<file path="config.mk">
export PLATFORM = sky130hd
export DESIGN_NAME = cmp_rr_scheduler
export DESIGN_NICKNAME = d
export VERILOG_FILES = /design/src/rtl/cmp_sched_pkg.sv /design/src/rtl/rr_arbiter.sv /design/src/rtl/cmp_rr_scheduler.sv
export SDC_FILE = /design/constraint.sdc
export NUM_CORES = 1
export LEC_CHECK = 0
export ABC_CLOCK_PERIOD_IN_PS = 3100
export BUFFER_PORTS_ARGS = -buffer_cell sky130_fd_sc_hd__buf_2
export CAP_MARGIN = 20
export CELL_PAD_IN_SITES_DETAIL_PLACEMENT = 0
export CELL_PAD_IN_SITES_GLOBAL_PLACEMENT = 2
export CORE_UTILIZATION = 27
export CTS_CLUSTER_DIAMETER = 30
export CTS_CLUSTER_SIZE = 16
export DETAILED_ROUTE_END_ITERATION = 8
export PLACE_DENSITY = 0.76
export SYNTH_ARGS = -nofsm -noshare
export SYNTH_HDL_FRONTEND = slang
export SYNTH_SLANG_ARGS = --single-unit
</file>
<file path="constraint.sdc">
create_clock -name clk -period 3.1 [get_ports clk]
set_input_delay 0.31 -clock clk [delete_from_list [all_inputs] [get_ports clk]]
set_output_delay 0.31 -clock clk [all_outputs]
set_load 0.1 [all_outputs]
</file>
<file path="src/rtl/cmp_sched_pkg.sv">
// Shared types for the round-robin comparator scheduler.
package cmp_sched_pkg;

  // Width of each operand handed to the comparator.
  localparam int OPW = 2;

  typedef enum logic [1:0] {
    IDLE   = 2'd0,
    SETTLE = 2'd1,
    HOLD   = 2'd2
  } state_t;

  typedef struct packed {
    logic r;
    logic g;
    logic b;
  } rgb_t;

endpackage

</file>
<file path="src/rtl/rr_arbiter.sv">
// Combinational rotating-priority arbiter: the first set request at or
// after ptr (wrapping N-1 -> 0) wins. The pointer itself is held by the caller.
module rr_arbiter #(
  parameter int N  = 4,
  parameter int PW = $clog2(N)
) (
  input  logic [N-1:0]  req,
  input  logic [PW-1:0] ptr,
  input  logic          en,
  output logic [N-1:0]  gnt,
  output logic [PW-1:0] winner
);

  // Scan offsets from farthest to nearest so the nearest request overrides.
  always_comb begin
    int idx;
    gnt    = '0;
    winner = '0;
    idx    = 0;
    if (en) begin
      for (int i = N - 1; i >= 0; i--) begin
        idx = (int'(ptr) + i) % N;
        if (req[idx]) begin
          gnt      = '0;
          gnt[idx] = 1'b1;
          winner   = PW'(idx);
        end
      end
    end
  end

endmodule

</file>
<file path="src/rtl/cmp_rr_scheduler.sv">
// Round-robin scheduler that shares one external 2-bit comparator / RGB LED
// datapath among NREQ requesters: grant, drive operands, capture, hold.
module cmp_rr_scheduler
  import cmp_sched_pkg::*;
#(
  parameter int NREQ        = 4,
  parameter int HOLD_CYCLES = 8
) (
  input  logic                clk,
  input  logic                rst,
  input  logic [NREQ-1:0]     req,
  input  logic [2*NREQ-1:0]   op_a,
  input  logic [2*NREQ-1:0]   op_b,
  output logic [NREQ-1:0]     gnt,
  output logic                done,
  output logic [2:0]          res_rgb,
  output logic                busy,
  output logic                cmp_a0,
  output logic                cmp_a1,
  output logic                cmp_b0,
  output logic                cmp_b1,
  input  logic                cmp_r,
  input  logic                cmp_g,
  input  logic                cmp_b,
  output logic                led_r,
  output logic                led_g,
  output logic                led_b
);

  localparam int PW = $clog2(NREQ);
  localparam int CW = $clog2(HOLD_CYCLES + 1);

  state_t            state_q, state_d;
  logic [PW-1:0]     ptr_q, ptr_d;
  logic [CW-1:0]     cnt_q, cnt_d;
  logic [NREQ-1:0]   gnt_q, gnt_d;
  logic              done_q, done_d;
  rgb_t              res_q, res_d;
  rgb_t              led_q, led_d;
  logic [OPW-1:0]    opa_q, opa_d;
  logic [OPW-1:0]    opb_q, opb_d;

  logic [NREQ-1:0]   arb_gnt;
  logic [PW-1:0]     arb_win;
  logic              arb_en;
  rgb_t              cmp_rgb;

  assign arb_en  = (state_q == IDLE);
  assign cmp_rgb = {cmp_r, cmp_g, cmp_b};

  rr_arbiter #(.N(NREQ), .PW(PW)) u_arb (
    .req    (req),
    .ptr    (ptr_q),
    .en     (arb_en),
    .gnt    (arb_gnt),
    .winner (arb_win)
  );

  // State register.
  always_ff @(posedge clk) begin
    if (rst) state_q <= IDLE;
    else     state_q <= state_d;
  end

  // Next-state: one settle cycle, then HOLD_CYCLES of dwell.
  always_comb begin
    state_d = state_q;
    case (state_q)
      IDLE:    if (|req) state_d = SETTLE;
      SETTLE:  state_d = HOLD;
      HOLD:    if (cnt_q == '0) state_d = IDLE;
      default: state_d = IDLE;
    endcase
  end

  // Datapath next values: latch operands at grant, capture result after settle.
  always_comb begin
    ptr_d  = ptr_q;
    cnt_d  = cnt_q;
    gnt_d  = gnt_q;
    done_d = 1'b0;
    res_d  = res_q;
    led_d  = led_q;
    opa_d  = opa_q;
    opb_d  = opb_q;
    case (state_q)
      IDLE: begin
        if (|req) begin
          gnt_d = arb_gnt;
          opa_d = op_a[arb_win*OPW +: OPW];
          opb_d = op_b[arb_win*OPW +: OPW];
          ptr_d = (arb_win == PW'(NREQ - 1)) ? '0 : arb_win + PW'(1);
        end
      end
      SETTLE: begin
        res_d  = cmp_rgb;
        led_d  = cmp_rgb;
        done_d = 1'b1;
        cnt_d  = CW'(HOLD_CYCLES - 1);
      end
      HOLD: begin
        if (cnt_q == '0) gnt_d = '0;
        else             cnt_d = cnt_q - CW'(1);
      end
      default: ;
    endcase
  end

  // Datapath registers; reset also aborts any transaction in flight.
  always_ff @(posedge clk) begin
    if (rst) begin
      ptr_q  <= '0;
      cnt_q  <= '0;
      gnt_q  <= '0;
      done_q <= 1'b0;
      res_q  <= '0;
      led_q  <= '0;
      opa_q  <= '0;
      opb_q  <= '0;
    end else begin
      ptr_q  <= ptr_d;
      cnt_q  <= cnt_d;
      gnt_q  <= gnt_d;
      done_q <= done_d;
      res_q  <= res_d;
      led_q  <= led_d;
      opa_q  <= opa_d;
      opb_q  <= opb_d;
    end
  end

  assign gnt     = gnt_q;
  assign done    = done_q;
  assign res_rgb = res_q;
  assign busy    = (state_q != IDLE);
  assign cmp_a0  = opa_q[0];
  assign cmp_a1  = opa_q[1];
  assign cmp_b0  = opb_q[0];
  assign cmp_b1  = opb_q[1];
  assign led_r   = led_q.r;
  assign led_g   = led_q.g;
  assign led_b   = led_q.b;

endmodule

</file>
# Word level (Yosys, flattened, before mapping)
# Cells that the tools add are included.
# op_classes
add_sub_neg	5
n_lt_le_gt_ge	8
eq_ne	6
shift	2
n_mux	38
n_bitwise	3
reduce_logical	17
# ops
operator	n
4-bit 2-to-1 mux	7
2-bit 2-to-1 mux	8
4-bit one-hot mux with 2 select lines	2
8-bit by 4-bit indexed part select with 2-bit output	2
3-bit by 4-bit < comparator with 1-bit output, second input constant	3
1-bit 2-to-1 mux	12
3-bit by 1-bit greater-or-equal comparator with 1-bit output, second input constant	3
1-bit binary-select mux with 2-bit select	4
1-bit demux with 2-bit select	4
2-bit one-hot mux with 3 select lines	1
2-bit AND reduction	3
2-bit nonzero test	3
2-bit OR reduction	3
2-bit by 1-bit adder with 2-bit output, second input constant	2
2-bit adder, second input constant	2
2-bit equality test, second input constant	2
1-bit logical AND	4
4-bit logical NOT	1
2-bit != test, second input constant	2
4-bit OR reduction	1
4-bit by 1-bit subtractor with 4-bit output, second input constant	1
1-bit bitwise AND, first input constant	3
2-bit by 3-bit < comparator with 1-bit output, second input constant	1
3-bit AND reduction	1
4 further kinds	4
# word_totals
regBits	20
out_inout_bits	16

# Depth between registers and ports, before layout
# depth
depth_word	13
mapped_depth	11

# By module
# Synthesis repeated with hierarchy kept, for this count alone.
# unflattened
cells_unflattened	171
hier_area_um2	1515.2
# modules_own_cells
mod	instances	cells_each	area_per_inst_um2	seq_area_each_um2
cmp_rr_scheduler	1	109	1007.2	400.4
rr_arbiter	1	62	508.0	0.0

# Worst setup path after synthesis
# Ideal clock, no wire load.
# synth_path
path_type	flip-flop to flip-flop
startpoint	register ptr_q[0]
endpoint	register opa_q[0]
setup_time_ns	0.155
t_arrival_ns	2.937
required_ns	2.945
setup_slack_ns	0.008
path_stages_with_launch	12
path_buffers	3
synth_period_minus_slack_ns	3.092
cell_sequence	dfxtp_1 -> buf_2 -> clkinv_1 -> ha_1 -> clkbuf_2 -> mux4_1 -> buf_2 -> o21ba_4 -> nor2_1 -> a221o_1 -> a2111oi_0 -> a211oi_1
# synth_via
elab_chain_len	10
elab_cells_between_ends	20
cone_classes	add/sub (3); shift (1); mux (16)
# synth_rtl
element	line	source
from (decl)	cmp_rr_scheduler.sv:34	logic [PW-1:0] ptr_q, ptr_d;
from (signal assigned)	cmp_rr_scheduler.sv:121	ptr_q <= ptr_d;
2-bit adder	rr_arbiter.sv:22	idx = (int'(ptr) + i) % N;
1-bit binary-select mux with 2-bit select	rr_arbiter.sv:23	if (req[idx]) begin
1-bit 2-to-1 mux (not written as such) (2 in a row)	rr_arbiter.sv:23	
2-bit 2-to-1 mux (3 in a row)	rr_arbiter.sv:23	
2-bit 2-to-1 mux (*)	rr_arbiter.sv:23	
2-bit 2-to-1 mux (*)	rr_arbiter.sv:20	if (en) begin
8-bit by 4-bit indexed part select with 2-bit output (*)	cmp_rr_scheduler.sv:90	opa_d = op_a[arb_win*OPW +: OPW];
to (signal assigned)	cmp_rr_scheduler.sv:127	opa_q <= opa_d;
to (decl)	cmp_rr_scheduler.sv:40	logic [OPW-1:0] opa_q, opa_d;
# Every way passes the cells marked *; elsewhere a longest branch is shown, timed or not. The select of a mux whose other input is x is not followed.
# A chain may end at the register's enable or synchronous reset.

# Final worst setup path
# layout_path
startpoint	register ptr_q[0]
endpoint	register opa_q[1]
# The elaborated chain is that of the path after synthesis.

==> results by group <==
Clocking
  – Post_cts resized: 0
  – Worst-Skew Late Latency: 0.26 ns
  – TritonCTS clock tree: yes
  – CTS Root Cell: clkbuf_8
  – Setup bufs post-CTS: 0
  – H-Tree Depth: 1
  – CTS max path bufs: 2
  – Cts hold-fix bufs: 0
  – CTS clk-pin slew, worst paths: 0.08 ns
  – TritonCTS buffer count: 3
  – # clock sinks: 20

Yosys
  – Synth Flop Type: dfxtp_1
  – Cell Area, Synth: 1490 um2
  – Synth area leaders: dfxtp_1, ha_1, a221o_1
  – Post-Syn Nets: 205
  – #FFs+latches synth: 20
  – Synthesized area per cell: 8.77 um2
  – Synth unique cells: 34
  – Mapped Cells: 170
  – Number of synthesized flops with an enable pin: 0
  – Synth warn: 0
  – Top-count cell post-synth: dfxtp_1
  – Seq/Total Area, Yosys: 0.269
  – List of most frequent post-synthesis cells: dfxtp_1, nor2_1, nand2_1
  – Post-synth top area cell: dfxtp_1
  – Yosys top cell area share: 0.269
  – Async set-reset flop share out of synthesis: 0

Floorplanning
  – Die width: 76.3 um
  – Initial Utilization: 0.286
  – DIE AREA: 5820 um2
  – Row cnt: 26
  – Die Height: 76.3 um
  – Core Area: 5200 um2
  – I/O Pins: 41

Routing
  – DR pass1 iterations: 4
  – Routed length per instance: 13.5 um
  – Post-DRT Antenna Nets: 0
  – Residual DRC: 0
  – Routed WL: 3760 um
  – 1st-iter DRT viols: 40
  – Via Count: 1,404
  – Vias per std cell: 5.03

Final layout
  – Multi-input combinational cell area: 1010 um2
  – Antenna diodes: 0
  – Final Util: 0.351
  – Register area: 400 um2
  – Fin nets: 245
  – Layout cell share with drive strength beyond 1: 0.278
  – Fillers: 578
  – Syn-to-layout area delta: 22.7%
  – Post-Layout Inst Area: 1830 um2
  – Finished Layout Cells: 279

Power and ir drop
  – Clock network power share: 0.124
  – PD cells: 873 nW/um2
  – Max VDD drop: 0.000456 V
  – Comb pwr share: 0.659
  – Sw frac: 0.519
  – Power Internal: 0.000768 W
  – Sequential power share: 0.217
  – Psw: 0.000828 W
  – LEAKAGE: 0.783 nW

Min path
  – WHS Endpoint: led_g
  – Hold depth: 3
  – Hold Path Class: input pin to register
  – HP Start: cmp_g

Worst setup path
  – Startpoint types: register
  – Worst flop-to-flop path startpoint: ptr_q[0]
  – Worst-path fanout max: 14
  – Reg2reg path depth: 8
  – Crit path DAT: 2.83 ns
  – Worst reg2reg endpoint: opa_q[1]
  – R2R setup slack: 0.37 ns
  – CP Class: register to register
  – Worst setup EP type: register
  – CP required: 3.20 ns

STA
  – Achievable Freq: 366 MHz
  – Unrepaired setup endpoints after global routing: false
  – Worst Slack Setup Final: 0.370 ns
  – Pins over their slew limit: 0
  – Endpoints failing setup: 0
  – Final TNS setup: 0 ns
  – Worst Clk Skew: 0.00753 ns
  – Slew of the pin with the lowest slew margin: 0.828 ns
  – Fin crit period: 2.73 ns
  – Final worst path period share: 0.881
  – Max_slew headroom: 0.444
  – Final Hold Viols: 0

Global route
  – Vias in the first global route: 1,301
  – First-pass GRT wire length: 6180 um
  – Overall global routing resource usage: 0.131
  – Grt total ovfl: 0
  – Initial antenna violation count: 0
  – Largest net degree at the start of global routing: 19

Place
  – Post-DP HPWL: 2860 um
  – Routability congestion estimate: 0.780
  – Number of port buffers: 40
  – Placed Cells: 275
  – Area after DPL: 1770 um2
  – Pre-CTS WS: 0.404 ns

Run
  – Maximum capacitance violations: 0

Status
  – Status: completed
## sequential cells by signal, indices dropped and copies added (netlist names)
| signal | cells |
|---|---|
| cnt_q | 4 |
| gnt | 4 |
| opa_q | 2 |
| opb_q | 2 |
| ptr_q | 2 |
| state_q | 2 |
| done | 1 |
| led_b | 1 |
| led_g | 1 |
| led_r | 1 |
## area by class of cell
class                   count  area share
flip-flops and latches     20       0.219
inverters                   5      0.0103
clock buffers               4      0.0301
repair buffers             48       0.142
well taps                  70      0.0479
multi-input cells         132       0.550
## routing by layer
layer | vias to the layer above | routed length (um) | GRT usage
met2 | 32 | 1710 | 0.223
met4 | 0 | 23 | 0.0173
met1 | 649 | 1880 | 0.170
li1 | 721 | - | -
met3 | 2 | 146 | 0.0311
met5 | - | 0 | 0
## cells by family (layout without fill, tap and decap cells)
family | count (synthesis) | in the layout | synth area share
AO/OA/AOI/OAI | 52 | 52 | 0.291
multiplexers | 14 | 14 | 0.113
XOR/XNOR | 2 | 2 | 0.0118
AND/OR/NAND/NOR | 54 | 54 | 0.175
adder cells (fa/ha/maj) | 10 | 10 | 0.0840
flip-flops | 20 | 20 | 0.269
buffers and inverters | 18 | 57 | 0.0562
## through the flow
step	power (W)	hold WS [ns]
2_1_floorplan	0.00119	0.446
3_3_place_gp	0.00141	0.452
3_5_place_dp	0.00141	0.462
4_1_cts	0.00161	0.288
5_1_grt	0.00171	0.287
6_report	0.00160	0.291
## worst max-delay path by stage
stage               cells past startpoint        to  startpoint  slack, ns
floorplan                              11  opa_q[0]    ptr_q[0]      0.008
global placement                        8  opa_q[1]    ptr_q[0]       0.44
detailed placement                      8  opa_q[1]    ptr_q[0]       0.40
CTS                                     8  opa_q[1]    ptr_q[0]       0.36
global route                            8  opa_q[1]    ptr_q[0]       0.13
finish                                  8  opa_q[1]    ptr_q[0]       0.37
## critical path, cell delays in order, from the launching register on
cell,delay [ns]
dfxtp_1,0.39
buf_4,0.25
mux4_2,0.61
nor2b_1,0.19
buf_4,0.15
a221o_1,0.34
a2111oi_0,0.40
buf_4,0.19
a211oi_1,0.04
## layout by cell type (no fill, tap or decap), types with 2 or more instances in the layout
cell type / synthesis / routed
nand2_1: 14 / 14
a221o_1: 12 / 12
dfxtp_1: 20 / 20
buf_2: 2 / 40
xor2_1: 2 / 2
buf_4: 3 / 8
clkbuf_8: 0 / 4
inv_1: 4 / 4
nor3_1: 10 / 10
o21bai_1: 4 / 4
a211oi_1: 9 / 9
o21ai_0: 2 / 2
nand2b_1: 3 / 3
a21oi_1: 10 / 10
nor2b_1: 7 / 7
ha_1: 10 / 10
a221oi_1: 4 / 4
mux2i_1: 12 / 12
a2111oi_0: 5 / 5
nor2_1: 16 / 16
## power groups by stage
stage                     Sequential (W)  Combinational [W]  Clock, W
after global routing            0.000355            0.00114  0.000220
final                           0.000346            0.00105  0.000197
after detailed placement        0.000352            0.00105         0
after CTS                       0.000347            0.00106  0.000204
after floorplan                 0.000624           0.000563         0
after global placement          0.000352            0.00105         0
(Power assumes the default switching activity.)
